--- src/rtl/tpu_pkg.sv ---
// tpu_pkg: shared TPU datapath defaults, collector FSM states and row-counter width helper
package tpu_pkg;
  localparam int DATAWITH = 16;
  localparam int ARRAY_SIZE = 2;
  typedef enum logic [0:0] {COLLECT = 1'b0, HOLD = 1'b1} state_e;
  function automatic int row_cnt_w(input int n);
    return $clog2(n + 1);
  endfunction
endpackage

--- src/rtl/result_collector_if.sv ---
// result_collector_if: column result streams in, assembled tile and valid/ack handshake out
interface result_collector_if import tpu_pkg::*; #(
  parameter int datawith = DATAWITH,
  parameter int array_size = ARRAY_SIZE
) ();
  logic clr;
  logic [array_size-1:0] col_valid;
  logic [array_size*datawith-1:0] col_data;
  logic result_ack;
  logic [array_size*array_size*datawith-1:0] result;
  logic result_valid;
  logic overflow;
  logic [7:0] tile_cnt;
  modport master (
    output clr, col_valid, col_data, result_ack,
    input  result, result_valid, overflow, tile_cnt
  );
  modport slave (
    input  clr, col_valid, col_data, result_ack,
    output result, result_valid, overflow, tile_cnt
  );
endinterface

--- src/rtl/result_collector_col_capture.sv ---
// col_capture: one column's row counter and element registers; optional ReLU via RESULT_COLLECTOR_RELU_EN
module col_capture import tpu_pkg::*; #(
  parameter int datawith = DATAWITH,
  parameter int array_size = ARRAY_SIZE
) (
  input  logic clk,
  input  logic rst,
  input  logic clr_i,
  input  logic ack_i,
  input  logic valid_i,
  input  logic [datawith-1:0] data_i,
  output logic [array_size*datawith-1:0] elems_o,
  output logic full_o,
  output logic drop_o
);
  localparam int cw = row_cnt_w(array_size);
  localparam logic [cw-1:0] last = cw'(array_size);
  logic [cw-1:0] cnt_q, cnt_d;
  logic [array_size-1:0][datawith-1:0] elem_q;
  logic [datawith-1:0] val;
  logic cap;
`ifdef RESULT_COLLECTOR_RELU_EN
  assign val = data_i[datawith-1] ? '0 : data_i;
`else
  assign val = data_i;
`endif
  assign cap = valid_i & ~clr_i & ~ack_i & (cnt_q != last);
  assign drop_o = valid_i & ~clr_i & (cnt_q == last);
  assign elems_o = elem_q;
  assign full_o = cnt_d == last;
  // next row count: a tile abort or accepted ack restarts the column
  always_comb cnt_d = (clr_i | ack_i) ? '0 : cnt_q + cw'(cap);
  // store the element at the current row and advance
  always_ff @(posedge clk) begin
    if (rst) begin
      cnt_q <= '0;
      elem_q <= '0;
    end else begin
      cnt_q <= cnt_d;
      for (int r = 0; r < array_size; r++)
        if (cap && cnt_q == cw'(r)) elem_q[r] <= val;
    end
  end
endmodule

--- src/rtl/result_collector.sv ---
// result_collector: assembles skewed column results into one tile and holds it until acked (RESULT_COLLECTOR_RELU_EN enables ReLU)
module result_collector import tpu_pkg::*; #(
  parameter int datawith = DATAWITH,
  parameter int array_size = ARRAY_SIZE
) (
  input logic clk,
  input logic rst,
  result_collector_if.slave bus
);
  logic [array_size-1:0] full, drop;
  logic [array_size-1:0][array_size*datawith-1:0] elems;
  state_e state_q, state_d;
  logic [7:0] tile_cnt_q, tile_cnt_d;
  logic overflow_q, overflow_d;
  logic ack;
  assign ack = (state_q == HOLD) & bus.result_ack;
  genvar c, r;
  generate
    for (c = 0; c < array_size; c++) begin : g_col
      col_capture #(.datawith(datawith), .array_size(array_size)) u_col (
        .clk(clk), .rst(rst), .clr_i(bus.clr), .ack_i(ack),
        .valid_i(bus.col_valid[c]), .data_i(bus.col_data[c*datawith +: datawith]),
        .elems_o(elems[c]), .full_o(full[c]), .drop_o(drop[c])
      );
      for (r = 0; r < array_size; r++) begin : g_row
        assign bus.result[(r*array_size + c)*datawith +: datawith] = elems[c][r*datawith +: datawith];
      end
    end
  endgenerate
  // tile state, ack counting and sticky drop flag
  always_comb begin
    state_d = (bus.clr | ack) ? COLLECT : (state_q == COLLECT && &full) ? HOLD : state_q;
    tile_cnt_d = tile_cnt_q + 8'(ack & ~bus.clr);
    overflow_d = overflow_q | (|drop);
  end
  // register control state
  always_ff @(posedge clk) begin
    if (rst) begin
      state_q <= COLLECT;
      tile_cnt_q <= '0;
      overflow_q <= 1'b0;
    end else begin
      state_q <= state_d;
      tile_cnt_q <= tile_cnt_d;
      overflow_q <= overflow_d;
    end
  end
  assign bus.result_valid = state_q == HOLD;
  assign bus.tile_cnt = tile_cnt_q;
  assign bus.overflow = overflow_q;
endmodule
--- src/flat_wrapper.sv ---
// flat-port wrapper written by rule: the top's interface ports become plain ports
module result_collector_flat import tpu_pkg::*;
#(
  parameter int datawith = DATAWITH,
  parameter int array_size = ARRAY_SIZE
)
  (clk, rst, bus_clr, bus_col_valid, bus_col_data, bus_result_ack, bus_result, bus_result_valid, bus_overflow, bus_tile_cnt);
  result_collector_if #(.datawith(datawith), .array_size(array_size)) bus_i ();
  input logic clk;
  input logic rst;
  input wire logic [$bits(bus_i.clr)-1:0] bus_clr;
  input wire logic [$bits(bus_i.col_valid)-1:0] bus_col_valid;
  input wire logic [$bits(bus_i.col_data)-1:0] bus_col_data;
  input wire logic [$bits(bus_i.result_ack)-1:0] bus_result_ack;
  output wire logic [$bits(bus_i.result)-1:0] bus_result;
  output wire logic [$bits(bus_i.result_valid)-1:0] bus_result_valid;
  output wire logic [$bits(bus_i.overflow)-1:0] bus_overflow;
  output wire logic [$bits(bus_i.tile_cnt)-1:0] bus_tile_cnt;
  assign bus_i.clr = bus_clr;
  assign bus_i.col_valid = bus_col_valid;
  assign bus_i.col_data = bus_col_data;
  assign bus_i.result_ack = bus_result_ack;
  assign bus_result = bus_i.result;
  assign bus_result_valid = bus_i.result_valid;
  assign bus_overflow = bus_i.overflow;
  assign bus_tile_cnt = bus_i.tile_cnt;
  result_collector #(.datawith(datawith), .array_size(array_size)) u_core (.clk(clk), .rst(rst), .bus(bus_i));
endmodule
--- config.mk ---
export PLATFORM = sky130hd
export DESIGN_NAME = result_collector_flat
export DESIGN_NICKNAME = d
export VERILOG_FILES = /design/src/rtl/tpu_pkg.sv /design/src/rtl/result_collector_if.sv /design/src/rtl/result_collector_col_capture.sv /design/src/rtl/result_collector.sv /design/src/flat_wrapper.sv
export SDC_FILE = /design/constraint.sdc
export NUM_CORES = 1
export LEC_CHECK = 0
export ABC_CLOCK_PERIOD_IN_PS = 1600
export BUFFER_PORTS_ARGS = -buffer_cell sky130_fd_sc_hd__buf_4
export CORE_MARGIN = 5
export CORE_UTILIZATION = 43
export CTS_BUF_LIST = sky130_fd_sc_hd__clkbuf_16
export CTS_CLUSTER_SIZE = 16
export DETAILED_ROUTE_END_ITERATION = 8
export GPL_TIMING_DRIVEN = 0
export PLACE_DENSITY_LB_ADDON = 0.05
export SYNTH_ARGS = -nofsm -noshare
export SYNTH_HDL_FRONTEND = slang
export SYNTH_SLANG_ARGS = --single-unit
--- constraint.sdc ---
create_clock -name clk -period 1.6 [get_ports clk]
set_clock_uncertainty 0.2 [all_clocks]
set_input_delay 0.16 -clock clk [delete_from_list [all_inputs] [get_ports clk]]
set_output_delay 0.16 -clock clk [all_outputs]
set_load 0.05 [all_outputs]
==> results of run 1 <==
## metal layers
layer	share of wire [%]	wire length, um
met1	46	3710
met2	47	3820
met3	6.2	504
met4	1.2	101
met5	0	0
## report_power, final
part / switching (mW) / internal [mW]
clock: 0.754 / 1.18
combinational: 0.347 / 0.283
sequential: 0.0309 / 1.99
total: 1.13 / 3.46
## logic make-up after synthesis
| family | synth area share (%) |
|---|---|
| AND/OR/NAND/NOR | 25.3 |
| adder cells (fa/ha/maj) | 1.53 |
| XOR/XNOR | 1.34 |
| flip-flops | 47.6 |
| multiplexers | 19.5 |
| AO/OA/AOI/OAI | 1.34 |
| buffers and inverters | 3.32 |
## cell type report
type / instances / share of cell area [%]
Multi-Input combinational cell: 219 / 34.2
Sequential cell: 78 / 31.6
Timing Repair Buffer: 147 / 24.0
Clock buffer: 9 / 4.54
Tap cell: 99 / 2.50
Buffer: 19 / 2.09
Clock inverter: 5 / 1.03
## cell usage in the layout (no fill, tap or decap), types with 4 or more instances in the layout
| master | count |
|---|---|
| clkbuf_1 | 9 |
| buf_2 | 5 |
| mux2i_1 | 64 |
| clkbuf_16 | 9 |
| buf_4 | 116 |
| nor2_1 | 12 |
| nand2_1 | 5 |
| dlygate4sd3_1 | 34 |
| nand2b_1 | 97 |
| dfxtp_1 | 74 |
| and3_1 | 4 |
## flip-flops by register name (all words and copies together) (netlist names)
name	count
u_core.g_col.u_col.elems_o	64
u_core.bus.tile_cnt	8
u_core.g_col.u_col.cnt_q	4
u_core.bus.overflow	1
u_core.bus.result_valid	1
## worst min-delay path, delay by kind of cell
kind	cells	cell delay, ps
and+or+nand+nor	2	220
buffers and inverters	1	130
## path summary, 6_finish.rpt
kind                                      endpoint  slack, ps  cells after the start
setup / recovery           u_core.bus.result_valid         50                      6
hold / removal      u_core.g_col[1].u_col.cnt_q[0]         30                      3
setup reg to reg           u_core.bus.result_valid         50                      6
hold reg to reg   u_core.g_col[0].u_col.elems_o[7]        270                      2
## stage by stage
step                hold slack [ps]  util [%]  std cells  area, sq um  TNS, ps
detailed placement              253      58.3        526         4280     -268
floorplan                       136         -        317         3330     -430
finish                         32.0      67.7        576         4960        0
CTS                            34.8      67.1        574         4920        0
global route                   40.9      67.7        576         4960    -51.1
global placement                241      58.3        526         4280     -219
## repair_timing
item / in CTS / in global routing
endpoints found under the hold margin: 65 / 0
cloned: 0 / 0
endpoints found under the setup margin: 5 / 4
setup buffers: 1 / 2
pin swaps: 4 / 2
gates resized for setup: 6 / 5
hold buffers: 34 / 0
==> impl_metrics.toml, run 1 <==
[clock_tree]
cts_tree = "yes"
cts_buffers = 9
path_clk_slew_ps = 50
clock_sinks = 78
clk-insertion-delay-late_ps = 320
clk_path_buf_depth = 2
cts_root_buf = "clkbuf_16"
htree_levels = 3

[critical_path]
cp-startpoint = "u_core.bus.result_valid"
path_max_fanout = 10
r2r-start = "u_core.bus.result_valid"
crit_required_ps = 1660
path_buf_inv = 0
startpoint_type = "flop"
critical_path_class = "reg2reg"
critPathMaxStageDelay_ps = 360
end_kind = "flop"
crit_chain = "nand2_8, nand2_1, nor2_1, ha_1, nor4_2, o21a_1"
crit_family = "simple AND/OR/NAND/NOR gates"
arrival_ps = 1610
critPathSlowestCell = "dfxtp_4"

[route]
wl_um = 8130
vias_per_cell = 4.62
wire_per_inst_um = 14.1
dr.pass1.iters = 4
drc_errors = 0
drtIter0Drc = 57
vias = 2661
ant_nets = 0

[sta]
setup-violations-final = 0
rsz0062_at_grt = "yes"
finalHoldViolCount = 0
slew-limit-headroom_pct = 70.5
setup_ws_ps = 48.0
maxSlewViolCount = 0
max_freq_mhz = 644
tightest_slew_ps = 441
min_period_ps = 1550
period_share_pct = 97.0

[yosys]
yosys_warnings = 0
netlist_top_cells_count = "97 x nand2b_1, 78 x dfxtp_1, 64 x mux2i_1"
ys.flop_type = "dfxtp_1"
synth.most_common_cell = "nand2b_1"
yosysUniqueCellTypes = 27
yosysTopAreaCell = "dfxtp_1"
syn-cell-area_sq_um = 3280
yosysSeqAreaShare_pct = 47.6
syn_area_per_cell_sq_um = 10.3
synth_edf_count = 0
synth.top_cell.area_share_pct = 47.6
async_flop_share_pct = 0
synth_area_leaders = "dfxtp_1 48%, mux2i_1 20%, nand2b_1 19%"
ys_seq_elements = 78
synth_cells = 317
syn-num-nets = 359

[cells_and_area]
nFillCells = 592
drive_gt1_share_pct = 32.1
multi_input_area_sq_um = 1700
antennaDiodeCount = 0
regArea_sq_um = 1570
area_growth_syn_to_layout_pct = 51.2
fin_nets = 516

[global_routing]
use_met3_pct = 6.32
met2_usage_pct = 27.4
grt-busiest-layer = "met2"
grt_pass1_vias = 2678
antenna_found_initial = 0
grt_overflow_total = 0
grt_max_degree = 14
grt_pass1_wl_um = 13100
grt_use_total_pct = 16.9
globalRouteMet1Util_pct = 21.0

[placement]
place_ws_ps = -105
routabilityCongestion = 0.727
port_buffers = 110
hpwlAfterDp_um = 5690

[floorplanning]
chipHeight_um = 97.3
core_sq_um = 7330
core.rowCount = 31
die_area_sq_um = 9470
start_util_pct = 44.7
die_x_um = 97.3
ios = 112

[min_path]
min_path_type = "in2reg"
hp-start = "bus_result_ack"

[power]
powerDensity_nw_per_um2 = 926
totalPowerFinal_mw = 4.59
vdd_drop_max_mv = 0.582
leakagePower_nw = 2.28

[run_status]
run_status = "finished, final reports clean"

[flow_run]
cap_violations = 0
Note: power is estimated with default switching activity, not from simulation.
==> run 2: changes to the inputs <==
--- a/config.mk
+++ b/config.mk
@@ -13,7 +13,8 @@
 export CTS_CLUSTER_SIZE = 16
 export DETAILED_ROUTE_END_ITERATION = 8
 export GPL_TIMING_DRIVEN = 0
-export PLACE_DENSITY_LB_ADDON = 0.05
+export HOLD_SLACK_MARGIN = 0.03
+export PLACE_DENSITY_LB_ADDON = 0.25
 export SYNTH_ARGS = -nofsm -noshare
 export SYNTH_HDL_FRONTEND = slang
 export SYNTH_SLANG_ARGS = --single-unit
==> impl_metrics.toml, run 2 (same netlist as run 1, synthesis figures left out) <==
[run_status]
run_status = "finished, violations left"
violations = "negative setup slack"

[placement]
hpwlAfterDp_um = 5900
routabilityCongestion = 0.775
port_buffers = 110
dp.cells = 526

[sta]
rsz0062_at_grt = "yes"
min_period_ps = 1610
tns_ps = -14.5
setup-violations-final = 1
setup_ws_ps = -14.5
slew-limit-headroom_pct = 70.0
finalHoldViolCount = 0
tightest_slew_ps = 448
max_freq_mhz = 619
period_share_pct = 101
maxSlewViolCount = 0

[clock_tree]
cts_root_buf = "clkbuf_16"
cts_tree = "yes"
htree_levels = 3
clk-insertion-delay-late_ps = 320
path_clk_slew_ps = 60
clk_path_buf_depth = 2
clock_sinks = 78
cts_buffers = 9

[global_routing]
grt_max_degree = 14
grt_pass1_vias = 2959
grt_use_total_pct = 17.9
grt_pass1_wl_um = 14000
antenna_found_initial = 0
grt_overflow_total = 0

[cells_and_area]
largest_reg_flops = 64
final_cells = 578
layout_commonest_cell = "buf_4"
antennaDiodeCount = 0
final_core_util_pct = 68.8
nFillCells = 573
area_growth_syn_to_layout_pct = 53.8
drive_gt1_share_pct = 34.2
mostFrequentLayoutCells = "116 x buf_4, 97 x nand2b_1, 72 x dfxtp_1"
fin_nets = 516

[route]
drtIter0Drc = 58
ant_nets = 0
wire_per_inst_um = 14.8
wl_um = 8550
vias_per_cell = 4.78
drc_errors = 0
vias = 2764
dr.pass1.iters = 4

[power]
vdd_drop_max_mv = 0.603
sequentialPowerShare_pct = 43.6
switching_power_mw = 1.16
powerDensity_nw_per_um2 = 920
share_comb_of_total_power_pct = 14.0
leakagePower_nw = 2.29
switching_share_pct = 25.0
p_int_mw = 3.48
totalPowerFinal_mw = 4.64
clock_power_share_pct = 42.4

[floorplanning]
core_sq_um = 7330
start_util_pct = 44.7
core.rowCount = 31
die_x_um = 97.3
ios = 112
die_area_sq_um = 9470
chipHeight_um = 97.3

[critical_path]
crit_required_ps = 1670
end_kind = "flop"
critical_path_class = "reg2reg"
arrival_ps = 1680
startpoint_type = "flop"
path_max_fanout = 5

[min_path]
min_path_type = "in2reg"

[flow_run]
cap_violations = 0
==> run 2: changes by cell type in the layout (fill, tap and decap cells not counted), moves of 2 or more <==
cell     change
xnor2_1      -2
xnor2_2      +2
nor2_1       -2
dfxtp_4      +2
dfxtp_1      -2
nor2_2       +2
==> run 2: critical path, stage by stage (launching register included) <==
cell	delay [ps]
dfxtp_4	370
nor2b_4	170
nor2_2	50
ha_1	340
nor4_4	280
o21a_1	150
==> run 2: worst paths after layout <==
| kind | startpoint | to | slack, ps | depth (start not counted) |
|---|---|---|---|---|
| hold reg to reg | u_core.g_col[1].u_col.elems_o[4] | u_core.g_col[1].u_col.elems_o[4] | 270 | 2 |
| setup / recovery | u_core.g_col[0].u_col.cnt_q[1] | u_core.bus.result_valid | -10 | 5 |
| setup reg to reg | u_core.g_col[0].u_col.cnt_q[1] | u_core.bus.result_valid | -10 | 5 |
| hold / removal | bus_result_ack | u_core.bus.result_valid | 90 | 4 |
==> run 2: metal layers <==
metal,up-vias,track usage [%],share of wire (%)
li1,1369,-,-
met1,1299,20.8,43
met2,81,31.7,51
met3,15,4.09,4.9
met4,0,7.45,2.0
met5,-,0,0
==> run 2: power groups by stage <==
stage / combinational [mW] / sequential [mW] / clock [mW]
floorplan: 0.190 / 2.24 / 0
global placement: 0.560 / 2.06 / 0
detailed placement: 0.567 / 2.07 / 0
CTS: 0.638 / 2.02 / 2.01
global route: 0.689 / 2.03 / 2.10
finish: 0.647 / 2.02 / 1.97
==> run 2: final cells by class <==
class | count | area, sq um | area share (%)
repair buffers | 147 | 1200 | 23.9
clock buffers | 9 | 225 | 4.47
multi-input cells | 219 | 1740 | 34.5
clock inverters | 7 | 63.8 | 1.27
plain buffers | 19 | 110 | 2.18
flip-flops and latches | 78 | 1580 | 31.3
well taps | 99 | 124 | 2.46
==> run 2: repair_timing <==
action | 4_1_cts | 5_1_grt
hold buffers | 34 | 0
hold endpoints to repair | 66 | 0
gates resized for setup | 9 | 19
buffers inserted | 0 | 3
pin swaps | 2 | 5
endpoints found under the setup margin | 5 | 3
==> run 2: metrics by stage <==
stage	hold WS [ps]	area [sq um]	setup slack [ps]
2_1_floorplan	136	3330	-144
3_3_place_gp	243	4280	-71.8
3_5_place_dp	252	4280	-145
4_1_cts	31.6	4930	22.7
5_1_grt	107	5040	-108
6_report	87.1	5040	-14.5
==> run 3: changes to the inputs <==
--- a/config.mk
+++ b/config.mk
@@ -7,8 +7,10 @@
 export LEC_CHECK = 0
 export ABC_CLOCK_PERIOD_IN_PS = 1600
 export BUFFER_PORTS_ARGS = -buffer_cell sky130_fd_sc_hd__buf_4
+export CELL_PAD_IN_SITES_DETAIL_PLACEMENT = 1
+export CELL_PAD_IN_SITES_GLOBAL_PLACEMENT = 1
 export CORE_MARGIN = 5
-export CORE_UTILIZATION = 43
+export CORE_UTILIZATION = 34
 export CTS_BUF_LIST = sky130_fd_sc_hd__clkbuf_16
 export CTS_CLUSTER_SIZE = 16
 export DETAILED_ROUTE_END_ITERATION = 8
==> impl_metrics.toml, run 3 (same netlist as run 1, synthesis figures left out) <==
[cells_and_area]
mostFrequentLayoutCells = "118 x buf_4, 97 x nand2b_1, 73 x dfxtp_1"
drive_gt1_share_pct = 36.2
fin_nets = 519
antennaDiodeCount = 0
area_growth_syn_to_layout_pct = 59.2
final_core_util_pct = 56.0
layout_commonest_cell = "buf_4"
nFillCells = 1009
largest_reg_flops = 64

[floorplanning]
start_util_pct = 35.2
die_area_sq_um = 11700
chipHeight_um = 108
core_sq_um = 9330
ios = 112
core.rowCount = 35
die_x_um = 108

[clock_tree]
cts_tree = "yes"
clk-insertion-delay-late_ps = 320
cts_root_buf = "clkbuf_16"
cts_buffers = 9
path_clk_slew_ps = 60
htree_levels = 3
clock_sinks = 78
clk_path_buf_depth = 2

[critical_path]
rrSetupSlack_ps = -1
r2r-start = "u_core.bus.result_valid"
arrival_ps = 1670
crit_required_ps = 1670
end_kind = "flop"
startpoint_type = "flop"
critical_path_class = "reg2reg"
timing.rr.end = "u_core.bus.result_valid"
path_buf_inv = 1
crit_family = "simple AND/OR/NAND/NOR gates"
crit_chain = "nand2_4, buf_6, nand2_2, nor2_4, ha_4, nor4_4, o21a_1"
path_max_fanout = 5
critPathSlowestCell = "dfxtp_4"
critPathMaxStageDelay_ps = 350
worst_r2r_path_depth = 7

[sta]
finalHoldViolCount = 0
max_freq_mhz = 625
slew-limit-headroom_pct = 66.6
maxSlewViolCount = 0
period_share_pct = 100
setup-violations-final = 1
min_period_ps = 1600
tightest_slew_ps = 501
rsz0062_at_grt = "yes"
setup_ws_ps = -1.02

[global_routing]
grt_use_total_pct = 17.0
grt_pass1_vias = 3034
grt_overflow_total = 0
grt_max_degree = 14
antenna_found_initial = 0
grt_pass1_wl_um = 15400

[route]
wire_per_inst_um = 16.1
drc_errors = 0
wl_um = 9820
drtIter0Drc = 66
vias_per_cell = 4.54
vias = 2772
ant_nets = 0
dr.pass1.iters = 4

[placement]
place_ws_ps = -125
routabilityCongestion = 0.721
port_buffers = 110
hpwlAfterDp_um = 6730

[power]
powerDensity_nw_per_um2 = 959
vdd_drop_max_mv = 0.680
leakagePower_nw = 2.34

[min_path]
min_to = "u_core.bus.tile_cnt[0]"
hp-start = "bus_clr"
hold_depth = 4
min_path_type = "in2reg"

[flow_run]
cap_violations = 0

[run_status]
violations = "negative setup slack"
run_status = "finished, violations left"
-- run 3: cell count changes in the layout (fill, tap and decap cells not counted), sizes merged --
cell          before  now
inv                1    0
buf              123  127
bufinv             1    3
dlymetal6s4s       1    0
clkinv             4    2
-- run 3: worst max-delay path by stage --
stage	to	cells after the start	from	slack [ps]
6_report	u_core.bus.result_valid	7	u_core.bus.result_valid	-1
5_1_grt	u_core.bus.tile_cnt[6]	8	u_core.bus.result_valid	-90
4_1_cts	u_core.bus.result_valid	7	u_core.bus.result_valid	-30
3_5_place_dp	u_core.bus.tile_cnt[5]	7	u_core.bus.result_valid	-120
3_3_place_gp	u_core.bus.tile_cnt[5]	7	u_core.bus.result_valid	-100
2_1_floorplan	u_core.bus.tile_cnt[5]	7	u_core.bus.result_valid	-140
-- run 3: final cells by class --
| cell class | count | area, sq um | area share [%] |
|---|---|---|---|
| clock inverter | 6 | 111 | 2.13 |
| clock buffer | 9 | 225 | 4.31 |
| multi-input combinational | 219 | 1820 | 34.8 |
| timing repair buffer | 149 | 1200 | 23.0 |
| tap | 129 | 161 | 3.09 |
| buffer | 20 | 134 | 2.56 |
| sequential | 78 | 1570 | 30.1 |
-- run 3: stage by stage --
stage / power, mW / cell area [sq um] / TNS [ps] / hold WS (ps) / instances
floorplan: 2.43 / 3330 / -430 / 136 / 317
global placement: 2.63 / 4310 / -303 / 243 / 556
finish: 5.01 / 5220 / -1.02 / 155 / 610
global route: 5.19 / 5220 / -522 / 158 / 610
CTS: 5.04 / 5100 / -82.1 / 148 / 608
detailed placement: 2.64 / 4310 / -476 / 261 / 556
-- run 3: where the power goes --
group / leakage [nW] / internal, mW / total, mW / switching [mW]
clock network: 0.161 / 1.51 / 2.32 / 0.802
logic: 1.54 / 0.298 / 0.664 / 0.367
registers: 0.635 / 1.99 / 2.03 / 0.0335
-- run 3: worst register-to-register path, delay by kind of cell, from the launching register on --
kind | cells | cell delay, ps
buffers and inverters | 1 | 130
AO/OA/AOI/OAI | 1 | 130
adder cells (fa/ha/maj) | 1 | 220
AND/OR/NAND/NOR | 4 | 520
flip-flops | 1 | 350
-- run 3: repair_timing --
action,4_1_cts,5_1_grt
endpoints found under the setup margin,5,31
pin swaps,8,5
endpoints found under the hold margin,66,0
hold buffers,33,0
setup buffers,4,2
gates resized for setup,18,21
-- run 3: metal layers --
metal	vias up	GRT usage, %	share of wire [%]
met2	68	30.7	50
li1	1373	-	-
met1	1322	20.0	44
met3	9	3.70	4.9
met5	-	0	0
met4	0	5.14	1.1
